### src/rtl/roc_sched_pkg.sv
// Shared types for the RoC tick scheduler.
//   state_e  : scheduler FSM states
//   cmd_op_e : host command opcodes
//   OP_W     : width of the command opcode field
package roc_sched_pkg;

  localparam int OP_W = 2;

  typedef enum logic [2:0] {
    ST_IDLE,
    ST_WAIT,
    ST_TICK,
    ST_SETTLE,
    ST_SNAP
  } state_e;

  typedef enum logic [OP_W-1:0] {
    OP_STOP       = 2'd0,
    OP_RUN        = 2'd1,
    OP_STEP       = 2'd2,
    OP_SET_PERIOD = 2'd3
  } cmd_op_e;

endpackage

### src/rtl/roc_period_timer.sv
// Loadable down-counter shared by the WAIT and SETTLE phases.
//   i_clk, i_rst   : clock, async active-high reset
//   i_load, i_val  : load the counter with i_val (takes priority over counting)
//   o_done         : high during the last cycle of a loaded interval
// A load of N yields o_done in the N-th cycle after the load edge.
module roc_period_timer #(
  parameter int W = 32
) (
  input  logic         i_clk,
  input  logic         i_rst,
  input  logic         i_load,
  input  logic [W-1:0] i_val,
  output logic         o_done
);

  logic [W-1:0] cnt;

  always_ff @(posedge i_clk or posedge i_rst) begin
    if (i_rst)              cnt <= '0;
    else if (i_load)        cnt <= i_val;
    else if (cnt != '0)     cnt <= cnt - W'(1);
  end

  assign o_done = (cnt == W'(1));

endmodule

### src/rtl/roc_tick_sched.sv
// RoC tick scheduler: issues single-cycle tick enables under host command
// (STOP / RUN / STEP N / SET_PERIOD), waits SETTLE_CYCLES after each tick,
// captures the RoC outputs and offers them on a valid/ready port. The next
// period countdown only starts once the snapshot is taken, so none is lost.
//   i_cmd_*      : command port, accepted on i_cmd_valid && o_cmd_ready
//   o_tick       : one-cycle tick enable to the RoC
//   i_roc_outputs: RoC outputs, sampled at the end of the settle window
//   o_snap_*     : snapshot handshake, o_snap_data stable while valid
//   o_tick_count : ticks issued since reset (wraps)
//   o_running    : any state other than IDLE
// All outputs decode from registered state; no input reaches an output.
module roc_tick_sched
  import roc_sched_pkg::*;
#(
  parameter int PERIOD_W       = 32,
  parameter int COUNT_W        = 32,
  parameter int SETTLE_CYCLES  = 2,
  parameter int DEFAULT_PERIOD = 1000,
  parameter int ROC_OUTPUTS    = 8
) (
  input  logic                   i_clk,
  input  logic                   i_rst,
  input  logic                   i_cmd_valid,
  output logic                   o_cmd_ready,
  input  logic [OP_W-1:0]        i_cmd_op,
  input  logic [31:0]            i_cmd_arg,
  output logic                   o_tick,
  input  logic [ROC_OUTPUTS-1:0] i_roc_outputs,
  output logic                   o_snap_valid,
  input  logic                   i_snap_ready,
  output logic [ROC_OUTPUTS-1:0] o_snap_data,
  output logic [COUNT_W-1:0]     o_tick_count,
  output logic                   o_running
);

  state_e              state;
  logic [PERIOD_W-1:0] period;
  logic [31:0]         steps_left;
  logic                step_mode;

  cmd_op_e             op;
  logic                cmd_fire, cmd_start, last_step;
  logic                tmr_load, tmr_done;
  logic [PERIOD_W-1:0] tmr_val, wait_val;

  assign op          = cmd_op_e'(i_cmd_op);
  assign o_cmd_ready = (state == ST_IDLE) || (state == ST_WAIT);
  assign cmd_fire    = i_cmd_valid && o_cmd_ready;
  // STEP 0 is a no-op, so it neither starts nor changes mode.
  assign cmd_start   = cmd_fire && ((op == OP_RUN) || (op == OP_STEP && i_cmd_arg != '0));
  assign last_step   = step_mode && (steps_left == 32'd1);
  assign wait_val    = (period == '0) ? PERIOD_W'(1) : period;

  assign o_tick       = (state == ST_TICK);
  assign o_snap_valid = (state == ST_SNAP);
  assign o_running    = (state != ST_IDLE);

  // Timer is loaded on every entry into WAIT (from IDLE or SNAP) and once in
  // TICK for the settle window. A RUN/STEP while already in WAIT does not
  // reload, so the running countdown continues.
  always_comb begin
    tmr_load = 1'b0;
    tmr_val  = wait_val;
    case (state)
      ST_IDLE: tmr_load = cmd_start;
      ST_TICK: begin
        tmr_load = 1'b1;
        tmr_val  = PERIOD_W'(SETTLE_CYCLES);
      end
      ST_SNAP: tmr_load = i_snap_ready && !last_step;
      default: ;
    endcase
  end

  roc_period_timer #(.W(PERIOD_W)) u_timer (
    .i_clk  (i_clk),
    .i_rst  (i_rst),
    .i_load (tmr_load),
    .i_val  (tmr_val),
    .o_done (tmr_done)
  );

  always_ff @(posedge i_clk or posedge i_rst) begin
    if (i_rst) begin
      state        <= ST_IDLE;
      period       <= PERIOD_W'(DEFAULT_PERIOD);
      steps_left   <= '0;
      step_mode    <= 1'b0;
      o_snap_data  <= '0;
      o_tick_count <= '0;
    end else begin
      if (cmd_fire && op == OP_SET_PERIOD) period <= i_cmd_arg[PERIOD_W-1:0];
      if (cmd_start) begin
        step_mode <= (op == OP_STEP);
        if (op == OP_STEP) steps_left <= i_cmd_arg;
      end
      case (state)
        ST_IDLE:   if (cmd_start) state <= ST_WAIT;
        ST_WAIT: begin
          // STOP wins over a countdown expiring in the same cycle.
          if (cmd_fire && op == OP_STOP) state <= ST_IDLE;
          else if (tmr_done)             state <= ST_TICK;
        end
        ST_TICK: begin
          state        <= ST_SETTLE;
          o_tick_count <= o_tick_count + COUNT_W'(1);
        end
        ST_SETTLE: begin
          if (tmr_done) begin
            state       <= ST_SNAP;
            o_snap_data <= i_roc_outputs;
          end
        end
        ST_SNAP: begin
          if (i_snap_ready) begin
            if (step_mode) steps_left <= steps_left - 32'd1;
            state <= last_step ? ST_IDLE : ST_WAIT;
          end
        end
        default: state <= ST_IDLE;
      endcase
    end
  end

endmodule

### config.mk
export PLATFORM = sky130hd
export DESIGN_NAME = roc_tick_sched
export DESIGN_NICKNAME = d
export VERILOG_FILES = /design/src/rtl/roc_sched_pkg.sv /design/src/rtl/roc_period_timer.sv /design/src/rtl/roc_tick_sched.sv
export SDC_FILE = /design/constraint.sdc
export NUM_CORES = 1
export LEC_CHECK = 0
export BUFFER_PORTS_ARGS = -buffer_cell sky130_fd_sc_hd__buf_2
export CAP_MARGIN = 10
export CORE_MARGIN = 3
export CORE_UTILIZATION = 50
export CTS_CLUSTER_DIAMETER = 80
export DETAILED_ROUTE_END_ITERATION = 10
export PLACE_DENSITY_LB_ADDON = 0.3
export SLEW_MARGIN = 20
export SYNTH_ARGS = -nofsm -noshare
export SYNTH_HDL_FRONTEND = slang
export SYNTH_SLANG_ARGS = --single-unit
### constraint.sdc
create_clock -name i_clk -period 4.65 [get_ports i_clk]
set_input_delay 0.465 -clock i_clk [delete_from_list [all_inputs] [get_ports i_clk]]
set_output_delay 0.465 -clock i_clk [all_outputs]
set_load 0.02 [all_outputs]
# --- Word level (Yosys, flattened, before mapping) ---
# Index checks and enable logic that the tools add are counted.
classes:
  addsub: 3
  multipliers: 0
  n_div: 0
  n_lt_le_gt_ge: 0
  eq_ne: 13
  shifts: 0
  mux: 17
  bitwise: 0
  reduce_logical: 19
op_table:
  columns: ["op", "count"]
  rows:
  - ["$mux W32", 9]
  - ["$eq A32 B1 Y1 const B", 2]
  - ["$reduce_bool A32 Y1", 2]
  - ["$sub A32 B1 Y32 const B", 2]
  - ["$add A32 B1 Y32 const B", 1]
  - ["$logic_not A32 Y1", 1]
  - ["$mux W3", 5]
  - ["$pmux W3 S5", 1]
  - ["$logic_and A1 B1 Y1", 7]
  - ["$eq A3 B2 Y1 const B", 2]
  - ["$eq A2 B2 Y1 const B", 2]
  - ["$ne A2 B2 Y1 const B", 2]
  - ["$reduce_and A4 Y1", 1]
  - ["$eq A3 B1 Y1 const B", 1]
  - ["$eq A3 B3 Y1 const B", 1]
  - ["$logic_not A3 Y1", 1]
  - ["$ne A3 B2 Y1 const B", 1]
  - ["$pmux W1 S3", 1]
  - ["$reduce_bool A3 Y1", 1]
  - ["$eq A2 B1 Y1 const B", 1]
  - ["$logic_not A2 Y1", 1]
  - ["$logic_or A1 B1 Y1", 2]
  - ["$ne A2 B1 Y1 const B", 1]
  - ["$reduce_and A2 Y1", 1]
  - ["3 further kinds", 3]
word_totals:
  register_bits: 140
  latch_bits: 0
  ram_bits: 0
  mem_bits_ro: 0
  input_bits: 46
  word_cells: 59
  n_memories: 0

# --- Longest topological paths before layout ---
# Gate-level depths: netlist (run 1).
depth:
  ltp_word: 8
  ltp_mapped: 9

# --- Cells and area by module ---
# From an unflattened synthesis (run 1), not the netlist that was laid out.
hier_totals:
  hier_cells: 753
  hier_area_um2: 7616.1
by_module_without_submodules:
  columns: ["mod", "n_inst", "cells_per_inst", "area_each_um2"]
  rows:
  - ["roc_tick_sched", 1, 553, 5681.7]
  - ["roc_period_timer", 1, 200, 1934.4]

# --- Worst setup path after synthesis (run 1) ---
# Ideal clock, no wire load.
synth_path:
  path_kind: "flip-flop to flip-flop"
  startpoint: "register state[2]"
  endpoint: "register o_tick_count[27]"
  arrival_ns: 2.325
  path_slack_ns: 2.196
  stages_incl_launch_ff: 9
  synth_period_minus_slack_ns: 2.454
  cell_sequence: "dfrtp_1 clkbuf_1 nor3b_2 and4_1 clkbuf_1 nand3_1 nor3_2 nand3_1 xnor2_1"
synth_via:
  elab_chain_cells: 1
synth_rtl:
  columns: ["item", "line", "text"]
  rows:
  - ["from (decl)", "roc_tick_sched.sv:36", "state_e state;"]
  - ["from (signal assigned)", "roc_tick_sched.sv:117", "state <= last_step ? ST_IDLE : ST_WAIT;"]
  - ["$eq A3 B2 Y1", null, null]
  - ["net o_tick", "roc_tick_sched.sv:27", "output logic o_tick,"]
  - ["to (signal assigned)", "roc_tick_sched.sv:106", "o_tick_count <= o_tick_count + COUNT_W'(1);"]
  - ["to (decl)", "roc_tick_sched.sv:32", "output logic [COUNT_W-1:0] o_tick_count,"]
# The timed path passes the listed nets, and every way through them passes these cells.
# A chain may end at the register's enable or synchronous reset.

# --- Final worst setup path (run 1) ---
layout_path:
  startpoint: "register state[1]"
  endpoint: "register steps_left[9]"
layout_via:
  elab_chain_cells: 8
layout_rtl:
  columns: ["item", "line", "text"]
  rows:
  - ["$eq A3 B1 Y1 or $logic_not A3 Y1 (tied branches)", "roc_tick_sched.sv:47", "assign o_cmd_ready = (state == ST_IDLE) || (state == ST_WAIT);"]
  - ["$logic_or A1 B1 Y1", "roc_tick_sched.sv:47", null]
  - ["$logic_and A1 B1 Y1", "roc_tick_sched.sv:48", "assign cmd_fire = i_cmd_valid && o_cmd_ready;"]
  - ["$logic_and A1 B1 Y1", "roc_tick_sched.sv:50", "assign cmd_start = cmd_fire && ((op == OP_RUN) || (op == OP_STEP && i_cmd_arg != '0));"]
  - ["$mux W32", "roc_tick_sched.sv:93", "if (cmd_start) begin"]
  - ["$mux W32", "roc_tick_sched.sv:116", "if (step_mode) steps_left <= steps_left - 32'd1;"]
  - ["$mux W32", "roc_tick_sched.sv:115", "if (i_snap_ready) begin"]
  - ["$mux W32 (*)", "roc_tick_sched.sv:97", "case (state)"]
  - ["to (signal assigned)", "roc_tick_sched.sv:95", "if (op == OP_STEP) steps_left <= i_cmd_arg;"]
  - ["to (signal assigned)", "roc_tick_sched.sv:116", null]
  - ["to (decl)", "roc_tick_sched.sv:38", "logic [31:0] steps_left;"]
# Every way passes the cells marked *; elsewhere a longest branch is shown, timed or not.

==> results of run 1 <==
power breakdown:
group	switching, mW	total, mW	internal [mW]
combinational	0.485	0.883	0.398
sequential	0.282	1.77	1.49
clock	0.521	1.38	0.857
total	1.29	4.03	2.74
registers in the layout, indices dropped and copies added (netlist names):
name,flops
o_snap_data,8
o_tick_count,32
period,32
state,3
step_mode,1
steps_left,32
u_timer.cnt,32
synthesized netlist by cell type, types with 7 or more instances:
| library cell | instances | area [sq um] |
|---|---|---|
| a21oi_1 | 28 | 140 |
| a311oi_1 | 15 | 131 |
| and3_1 | 9 | 56.3 |
| clkbuf_1 | 27 | 101 |
| dfrtp_1 | 134 | 3350 |
| inv_1 | 17 | 63.8 |
| mux2_2 | 42 | 473 |
| nand2_1 | 39 | 146 |
| nand2b_1 | 7 | 43.8 |
| nand3_1 | 53 | 265 |
| nand4_1 | 16 | 100 |
| nor2_1 | 71 | 267 |
| nor3_1 | 20 | 100 |
| nor4_1 | 35 | 219 |
| o21ai_0 | 30 | 150 |
| o31ai_1 | 24 | 180 |
| or4_1 | 9 | 67.6 |
| xnor2_1 | 46 | 403 |
| xor2_1 | 14 | 123 |
cells in the final DEF (no fill, tap or decap), types with 15 or more instances in the layout:
cell type  instances
o31ai_1           23
nand2_1           39
nor2_1            71
dfrtp_1          134
inv_1             16
o21ai_0           30
buf_2             89
xnor2_1           46
a311oi_1          15
nor4_1            35
mux2_2            42
nand4_1           16
nand3_1           53
nor3_1            20
clkbuf_16         17
a21oi_1           28
per-layer routing:
layer	vias up	global-route usage, %	routed length, um
met1	2969	30.3	7490
li1	2813	-	-
met3	38	4.45	1010
met2	209	36.6	8840
met5	-	0	0
met4	0	8.90	405
area by class of cell:
class	count	area (sq um)
multi-input cells	524	3480
fillers	1168	5600
flip-flops and latches	140	3510
inverters	17	68.8
well taps	180	225
clock inverters	14	169
diodes	2	5.00
repair buffers	95	490
clock buffers	18	439
kinds of logic (layout without fill, tap and decap cells):
logic type	Yosys count	count (layout)	synth area share, %
mux	42	42	6.55
fa+ha+maj	6	6	1.04
xor+xnor	60	60	7.28
compound gates	126	126	11.7
other cells	0	2	0
buf+inv	53	144	3.40
flops	140	140	48.6
simple gates	290	290	21.4
worst paths after layout:
path / slack [ns] / cells past startpoint / end
setup reg to reg: 1.51 / 6 / steps_left[9]
max in group asynchronous: 3.42 / 3 / o_tick_count[0]
hold reg to reg: 0.47 / 1 / o_tick_count[31]
setup / recovery: 1.51 / 6 / steps_left[9]
min in group i_clk: 0.28 / 2 / o_snap_data[7]
hold / removal: 0.22 / 2 / o_snap_data[5]
metrics by stage:
step	setup WS (ns)	instance area, sq um	hold WS, ns	instances
after floorplan	0.442	7220	0.474	717
after global placement	1.75	7780	0.456	956
after detailed placement	1.59	7780	0.458	956
after CTS	1.57	8390	0.269	988
after global routing	1.23	8390	0.270	990
final	1.51	8390	0.225	990
==> flow_metrics.py, run 1 <==
metrics = {
    "timing": {
        "fin_crit_ns": 3.14,
        "slew_headroom_pct": 31.5,
        "skew_ns": 0.00830,
        "setup_viol": 0,
        "finalCritPeriodShare_pct": 67.5,
        "worst_pin_slew_ns": 1.03,
        "hold_viol_final": 0,
        "grt_setup_unrepaired": "false",
        "fmax_mhz": 319,
        "tns_ns": 0,
        "drv_slew": 0,
    },
    "cts": {
        "clk_pin_slew_ns": 0.06,
        "tritoncts": "built",
        "ctsResizeCount": 0,
        "cts_buffers": 17,
        "clock_sinks": 140,
        "postCtsSetupBuffers": 0,
        "cts_max_path_buffers": 2,
        "clock_latency_ns": 0.42,
        "root_buffer": "clkbuf_16",
        "htreeDepth": 4,
        "holdBufCountCts": 0,
    },
    "routing": {
        "routed_wirelength_um": 17700,
        "vias_per_cell": 6.09,
        "ant_nets": 0,
        "drt_iter0_drc": 394,
        "drc": 0,
        "wl_per_cell_um": 17.9,
        "drt-pass1-iter-count": 5,
        "via_count": 6029,
    },
    "die": {
        "die_w_um": 126,
        "core.rowCount": 43,
        "initial_core_util_pct": 51.6,
        "coreArea_sq_um": 14000,
        "die-height_um": 126,
        "io_pins": 90,
        "dieArea_sq_um": 15900,
    },
    "critical_path": {
        "cp-end-kind": "flop",
        "startpoint_type": "flop",
        "slowest_stage": "nand2_1",
        "arrival_ns": 3.44,
        "slowest_delay_ns": 0.99,
        "worstPathRequired_ns": 4.95,
        "crit_start": "state[1]",
        "cp_num_buf_inv": 0,
        "crit_family": "simple AND/OR/NAND/NOR gates",
        "crit_path_cell_trace": "nor2_1, and2_1, nand3_1, nand2_1, a21oi_1, a311oi_1",
        "path_max_fanout": 30,
        "crit_type": "reg2reg",
        "r2r-start": "state[1]",
    },
    "final_layout": {
        "nets": 847,
        "drive_gt1_share_pct": 23.8,
        "area_growth_pct": 16.3,
        "final_core_util_pct": 60.0,
    },
    "placement": {
        "port_buffers": 89,
        "place.gp.congestion": 0.885,
        "dp_hpwl_um": 12500,
    },
    "power_and_ir_drop": {
        "p_leak_nw": 3.46,
        "power_density_nw_per_um2": 480,
        "power.total_mw": 4.03,
        "peakVddDrop_uv": 324,
    },
    "logic_synthesis": {
        "synth_edf_count": 0,
        "synth_warnings": 0,
        "async_reset_ff_share_pct": 100,
        "seq_area_frac_synth_pct": 48.6,
        "syn_inst": 717,
        "synth_seq_cells": 140,
        "avgSynthCellArea_sq_um": 10.1,
        "yosys_most_used_dff": "dfrtp_1",
        "synth.net_count": 769,
        "synthesis.area_sq_um": 7220,
        "synth_cell_types": 64,
    },
    "global_routing": {
        "antenna_found_initial": 2,
        "grt_pass1_vias": 5896,
        "grtUsageTotal_pct": 22.6,
        "overflow": 0,
        "grt_max_degree": 105,
        "grt_pass1_wl_um": 29500,
    },
    "run_status": {
        "status": "finished clean",
    },
    "min_path": {
        "min_path_type": "in2async",
    },
    "job": {
        "maxCapViolations": 0,
    },
}
Note: power is estimated with default switching activity, not from simulation.
==> run 2: changes to the inputs <==
==> constraint.sdc (replaced) <==
create_clock -name i_clk -period 3.1 [get_ports i_clk]
set_input_delay 0.31 -clock i_clk [delete_from_list [all_inputs] [get_ports i_clk]]
set_output_delay 0.31 -clock i_clk [all_outputs]
set_load 0.02 [all_outputs]
==> run 2 against run 1 <==
  * The flow now finishes with violations (negative hold slack)
  * Setup slack worse by 1.2 ns
  * Combinational power up 49%
  * Clock power up 43%
  * Die area unchanged
  * Via count down 1.2%
  * Critical path type unchanged
  * Largest cell class unchanged
==> flow_metrics.py, run 2 (synthesized netlist as in run 1, its figures left out) <==
metrics = {
    "power_and_ir_drop": {
        "p_leak_nw": 3.48,
        "power.switching_mw": 1.96,
        "power_frac_comb_pct": 22.3,
        "switching_share_pct": 33.0,
        "p_int_mw": 3.98,
        "power_density_nw_per_um2": 705,
        "p_clk_share_pct": 33.1,
        "pwr-share-seq_pct": 44.7,
        "peakVddDrop_uv": 442,
    },
    "final_layout": {
        "n_fill_cell": 1204,
        "final_core_util_pct": 60.3,
        "final_common_cell": "dfrtp_1",
        "final_cell_mix": "dfrtp_1 (134), buf_2 (89), nor2_1 (71)",
        "drive_gt1_share_pct": 24.4,
        "antenna_cells": 0,
        "layout.cells.non_filler": 996,
        "nets": 855,
        "area_growth_pct": 16.9,
        "final_cell_area_sq_um": 8430,
    },
    "routing": {
        "drt-pass1-iter-count": 7,
        "ant_nets": 0,
        "routed_wirelength_um": 17900,
        "drc": 0,
        "drt_iter0_drc": 424,
        "vias_per_cell": 5.98,
        "wl_per_cell_um": 18.0,
        "via_count": 5956,
    },
    "cts": {
        "clock_latency_ns": 0.42,
        "postCtsSetupBuffers": 0,
        "root_buffer": "clkbuf_16",
        "cts_max_path_buffers": 2,
        "ctsResizeCount": 0,
        "htreeDepth": 4,
        "clk_pin_slew_ns": 0.06,
        "cts_buffers": 17,
        "clock_sinks": 140,
        "tritoncts": "built",
        "holdBufCountCts": 0,
    },
    "global_routing": {
        "grtUsageTotal_pct": 22.8,
        "grt_max_degree": 65,
        "grt_pass1_wl_um": 29500,
        "overflow": 0,
        "antenna_found_initial": 0,
        "grt_pass1_vias": 5852,
    },
    "timing": {
        "slew_headroom_pct": 48.6,
        "hold_viol_final": 10,
        "finalCritPeriodShare_pct": 91.3,
        "drv_slew": 0,
        "worst_pin_slew_ns": 0.765,
        "tns_ns": 0,
        "fin_crit_ns": 2.83,
        "hold_ws_ns": -0.00749,
        "setup_viol": 0,
        "grt_setup_unrepaired": "false",
        "fmax_mhz": 353,
        "skew_ns": 0.00727,
    },
    "critical_path": {
        "cp-end-kind": "flop",
        "path_max_fanout": 9,
        "crit_type": "reg2reg",
        "cp_num_buf_inv": 0,
        "slowest_stage": "or4_4",
        "crit_family": "simple AND/OR/NAND/NOR gates",
        "startpoint_type": "flop",
        "arrival_ns": 3.14,
        "crit_path_cell_trace": "or4_4, and4bb_1, nand4_1, nor2_2, mux2_2",
        "worstPathRequired_ns": 3.41,
        "slowest_delay_ns": 0.58,
    },
    "die": {
        "io_pins": 90,
        "die-height_um": 126,
        "die_w_um": 126,
        "coreArea_sq_um": 14000,
        "initial_core_util_pct": 51.6,
        "core.rowCount": 43,
        "dieArea_sq_um": 15900,
    },
    "placement": {
        "place.gp.congestion": 0.917,
        "dpl_cell_area_sq_um": 7860,
        "dp_hpwl_um": 12800,
        "port_buffers": 89,
        "dpl.cell_count": 964,
    },
    "run_status": {
        "violations": "negative hold slack",
        "status": "finished with violations",
    },
    "min_path": {
        "min_path_type": "in2async",
    },
    "job": {
        "maxCapViolations": 0,
    },
}
[run 2: cell count changes in the layout (fill, tap and decap cells not counted), sizes merged]
cell	delta
bufinv	-2
diode	-2
clkinv	-4
clkbuf	+2
clkinvlp	+4
buf	+8
[run 2: worst paths after layout]
check | depth (start not counted) | startpoint | to | slack (ns)
min in group i_clk | 2 | i_roc_outputs[4] | o_snap_data[4] | 0.11
max reg2reg | 5 | u_timer.cnt[5] | o_snap_data[2] | 0.27
min reg2reg | 1 | o_tick_count[31] | o_tick_count[31] | 0.47
max in group asynchronous | 3 | i_rst | u_timer.cnt[16] | 2.32
min | 2 | i_rst | u_timer.cnt[0] | -0.007
max | 5 | u_timer.cnt[5] | o_snap_data[2] | 0.27
[run 2: metrics by stage]
| stage | worst slack [ns] | total power [mW] |
|---|---|---|
| after global routing | 0.103 | 6.27 |
| after floorplan | 0.646 | 3.60 |
| after CTS | 0.267 | 5.95 |
| after global placement | 0.412 | 3.91 |
| after detailed placement | 0.298 | 3.99 |
| final | 0.270 | 5.94 |
[run 2: power by group through the flow]
stage | clock, mW | sequential (mW) | combinational [mW]
finish | 1.97 | 2.65 | 1.32
CTS | 1.98 | 2.64 | 1.33
detailed placement | 0 | 2.66 | 1.32
floorplan | 0 | 2.57 | 1.03
global placement | 0 | 2.64 | 1.26
global route | 2.08 | 2.71 | 1.48
[run 2: worst reg2reg max path, delay by kind of cell (launching register included)]
family / cells / cell delay (ns)
muxes: 1 / 0.40
and+or+nand+nor: 4 / 1.90
DFF: 1 / 0.43
[run 2: routing by layer]
layer,vias up,global-route usage (%),wire [um]
met4,0,7.57,330
met1,2926,31.4,7850
met2,176,35.9,8710
li1,2821,-,-
met3,33,5.43,1040
met5,-,0,0
[run 2: cell type report]
cell class | count | area [sq um] | share of cell area [%]
Clock buffer | 20 | 457 | 5.41
Clock inverter | 12 | 115 | 1.36
Inverter | 17 | 67.6 | 0.801
Multi-Input combinational cell | 524 | 3480 | 41.3
Sequential cell | 140 | 3510 | 41.6
Tap cell | 180 | 225 | 2.67
Timing Repair Buffer | 103 | 576 | 6.82
==> run 3: changes to the inputs <==
==> constraint.sdc (replaced) <==
create_clock -name i_clk -period 2.6 [get_ports i_clk]
set_input_delay 0.26 -clock i_clk [delete_from_list [all_inputs] [get_ports i_clk]]
set_output_delay 0.26 -clock i_clk [all_outputs]
set_load 0.02 [all_outputs]
==> run 3 against run 2 <==
  * The run now ends clean
  * Flip-flop and latch count unchanged
  * Sequential share of layout area down 0.95 points
  * Total power up 23%
  * Non-clock buffer count up 18
  * Global-route usage up 0.41 points
  * Setup slack worse by 0.17 ns
  * Routed wire length up 1.3%
  * Combinational power up 25%
  * Final cell count up 1.8%
  * Largest cell class unchanged
  * Worst hold slack better by 0.022 ns
  * Clock power up 26%
  * Critical path type unchanged
  * Clock skew up 0.0032 ns
  * Largest power group unchanged
==> flow_metrics.py, run 3 (synthesized netlist as in run 1, its figures left out) <==
metrics = {
    "routing": {
        "vias_per_cell": 6.04,
        "met1_length_um": 7780,
        "drt-pass1-iter-count": 5,
        "ant_nets": 0,
        "drc": 0,
        "routed.top_layer": "met4",
        "wl_met3_um": 1050,
        "routed_wirelength_um": 18100,
        "wl_per_cell_um": 17.9,
        "via_count": 6125,
        "wl_met2_um": 8920,
        "drt_iter0_drc": 394,
    },
    "timing": {
        "skew_ns": 0.0104,
        "hold_viol_final": 0,
        "fin_crit_ns": 2.50,
        "grt_setup_unrepaired": "false",
        "fmax_mhz": 401,
        "finalCritPeriodShare_pct": 96.0,
        "setup_viol": 0,
        "worst_pin_slew_ns": 0.893,
        "slew_headroom_pct": 40.4,
        "tns_ns": 0,
        "drv_slew": 0,
    },
    "cts": {
        "clock_sinks": 140,
        "htreeDepth": 4,
        "root_buffer": "clkbuf_16",
        "clock_latency_ns": 0.43,
        "holdBufCountCts": 0,
        "clk_pin_slew_ns": 0.06,
        "tritoncts": "built",
        "cts_max_path_buffers": 2,
        "cts_buffers": 17,
    },
    "placement": {
        "dp_hpwl_um": 13000,
        "port_buffers": 89,
        "place.gp.congestion": 0.923,
        "dpl.cell_count": 981,
    },
    "final_layout": {
        "area_growth_pct": 19.6,
        "final_cell_mix": "dfrtp_1 (134), buf_2 (89), nor2_1 (71)",
        "n_fill_cell": 1171,
        "multiInputGateArea_sq_um": 3490,
        "drive_gt1_share_pct": 26.1,
        "layout.cells.non_filler": 1014,
        "nets": 873,
        "seqCellArea_sq_um": 3510,
        "final_common_cell": "dfrtp_1",
        "antenna_cells": 0,
    },
    "critical_path": {
        "arrival_ns": 2.79,
        "reg2reg_depth": 6,
        "crit_type": "reg2reg",
        "path_max_fanout": 14,
        "cp-endpoint": "u_timer.cnt[30]",
        "startpoint_type": "flop",
        "r2r-end": "u_timer.cnt[30]",
        "crit_start": "u_timer.cnt[5]",
        "r2r-start": "u_timer.cnt[5]",
        "cp-end-kind": "flop",
        "worstPathRequired_ns": 2.89,
        "r2r_slack_ns": 0.10,
    },
    "global_routing": {
        "grt_max_degree": 65,
        "grtUsageTotal_pct": 23.3,
        "overflow": 0,
        "antenna_found_initial": 0,
        "grt_pass1_vias": 5949,
        "grt_pass1_wl_um": 30000,
    },
    "power_and_ir_drop": {
        "switching_share_pct": 32.3,
        "power_frac_comb_pct": 22.6,
        "power_density_nw_per_um2": 846,
        "p_leak_nw": 3.60,
        "peakVddDrop_uv": 567,
        "p_clk_share_pct": 34.0,
        "pwr-share-seq_pct": 43.4,
        "p_int_mw": 4.95,
        "power.switching_mw": 2.36,
    },
    "run_status": {
        "status": "finished clean",
    },
    "die": {
        "initial_core_util_pct": 51.6,
        "die-height_um": 126,
        "core.rowCount": 43,
        "dieArea_sq_um": 15900,
        "io_pins": 90,
        "coreArea_sq_um": 14000,
        "die_w_um": 126,
    },
    "job": {
        "maxCapViolations": 0,
    },
    "min_path": {
        "min_path_type": "in2async",
    },
}
==> run 3: cell types whose count changed in the layout (fill, tap and decap cells not counted), sizes merged <==
cell	previous run	this run
buf	103	121
clkbuf	20	19
clkinv	4	7
bufinv	1	3
clkinvlp	6	2
==> run 3: how the worst min path moves through the flow <==
stage	from	to	slack (ns)
global placement	o_tick_count[31]	o_tick_count[31]	0.46
CTS	i_rst	o_tick_count[30]	0.04
detailed placement	o_tick_count[31]	o_tick_count[31]	0.47
finish	i_rst	o_tick_count[30]	0.01
floorplan	i_cmd_arg[24]	steps_left[24]	0.38
global route	i_roc_outputs[7]	o_snap_data[7]	0.06
==> run 3: area by class of cell <==
type                       instances  area share (%)
clock buffer                      19            5.02
clock inverter                    13            1.94
sequential                       140            40.7
timing repair buffer             121            8.52
inverter                          17           0.783
multi-input combinational        524            40.5
tap                              180            2.61
==> run 3: layer usage <==
layer	GRT usage (%)	vias up
met3	4.24	30
li1	-	2850
met4	9.59	0
met2	37.7	224
met1	31.0	3021
met5	0	-
==> run 3: critical path: stages (launching register included) <==
cell	delay [ns]
dfrtp_1	0.43
or4_4	0.57
and4bb_1	0.42
and4_2	0.45
buf_4	0.24
o31a_1	0.16
o21ai_0	0.08
==> run 3: metrics by stage <==
stage | utilization, % | hold slack [ns] | total power, mW | setup WS [ns] | instance area, sq um
after floorplan | - | 0.384 | 4.29 | 0.146 | 7220
after global placement | 57.3 | 0.456 | 4.73 | 0.112 | 8020
after detailed placement | 57.3 | 0.471 | 4.82 | 0.0539 | 8020
after CTS | 61.6 | 0.0411 | 7.32 | 0.0370 | 8620
after global routing | 61.7 | 0.0624 | 7.70 | 0.0148 | 8630
final | 61.7 | 0.0146 | 7.31 | 0.103 | 8630
==> run 3: power groups by stage <==
stage                     Clock (mW)  Combinational (mW)  Sequential [mW]
after global placement             0                1.58             3.15
after floorplan                    0                1.23             3.06
after detailed placement           0                1.64             3.17
after global routing            2.61                1.85             3.24
after CTS                       2.51                1.66             3.15
final                           2.49                1.65             3.17
==> run 3: repair_timing <==
action,in CTS,in global routing
endpoints found under the setup margin,0,12
buffers inserted,0,1
gates resized for setup,0,2
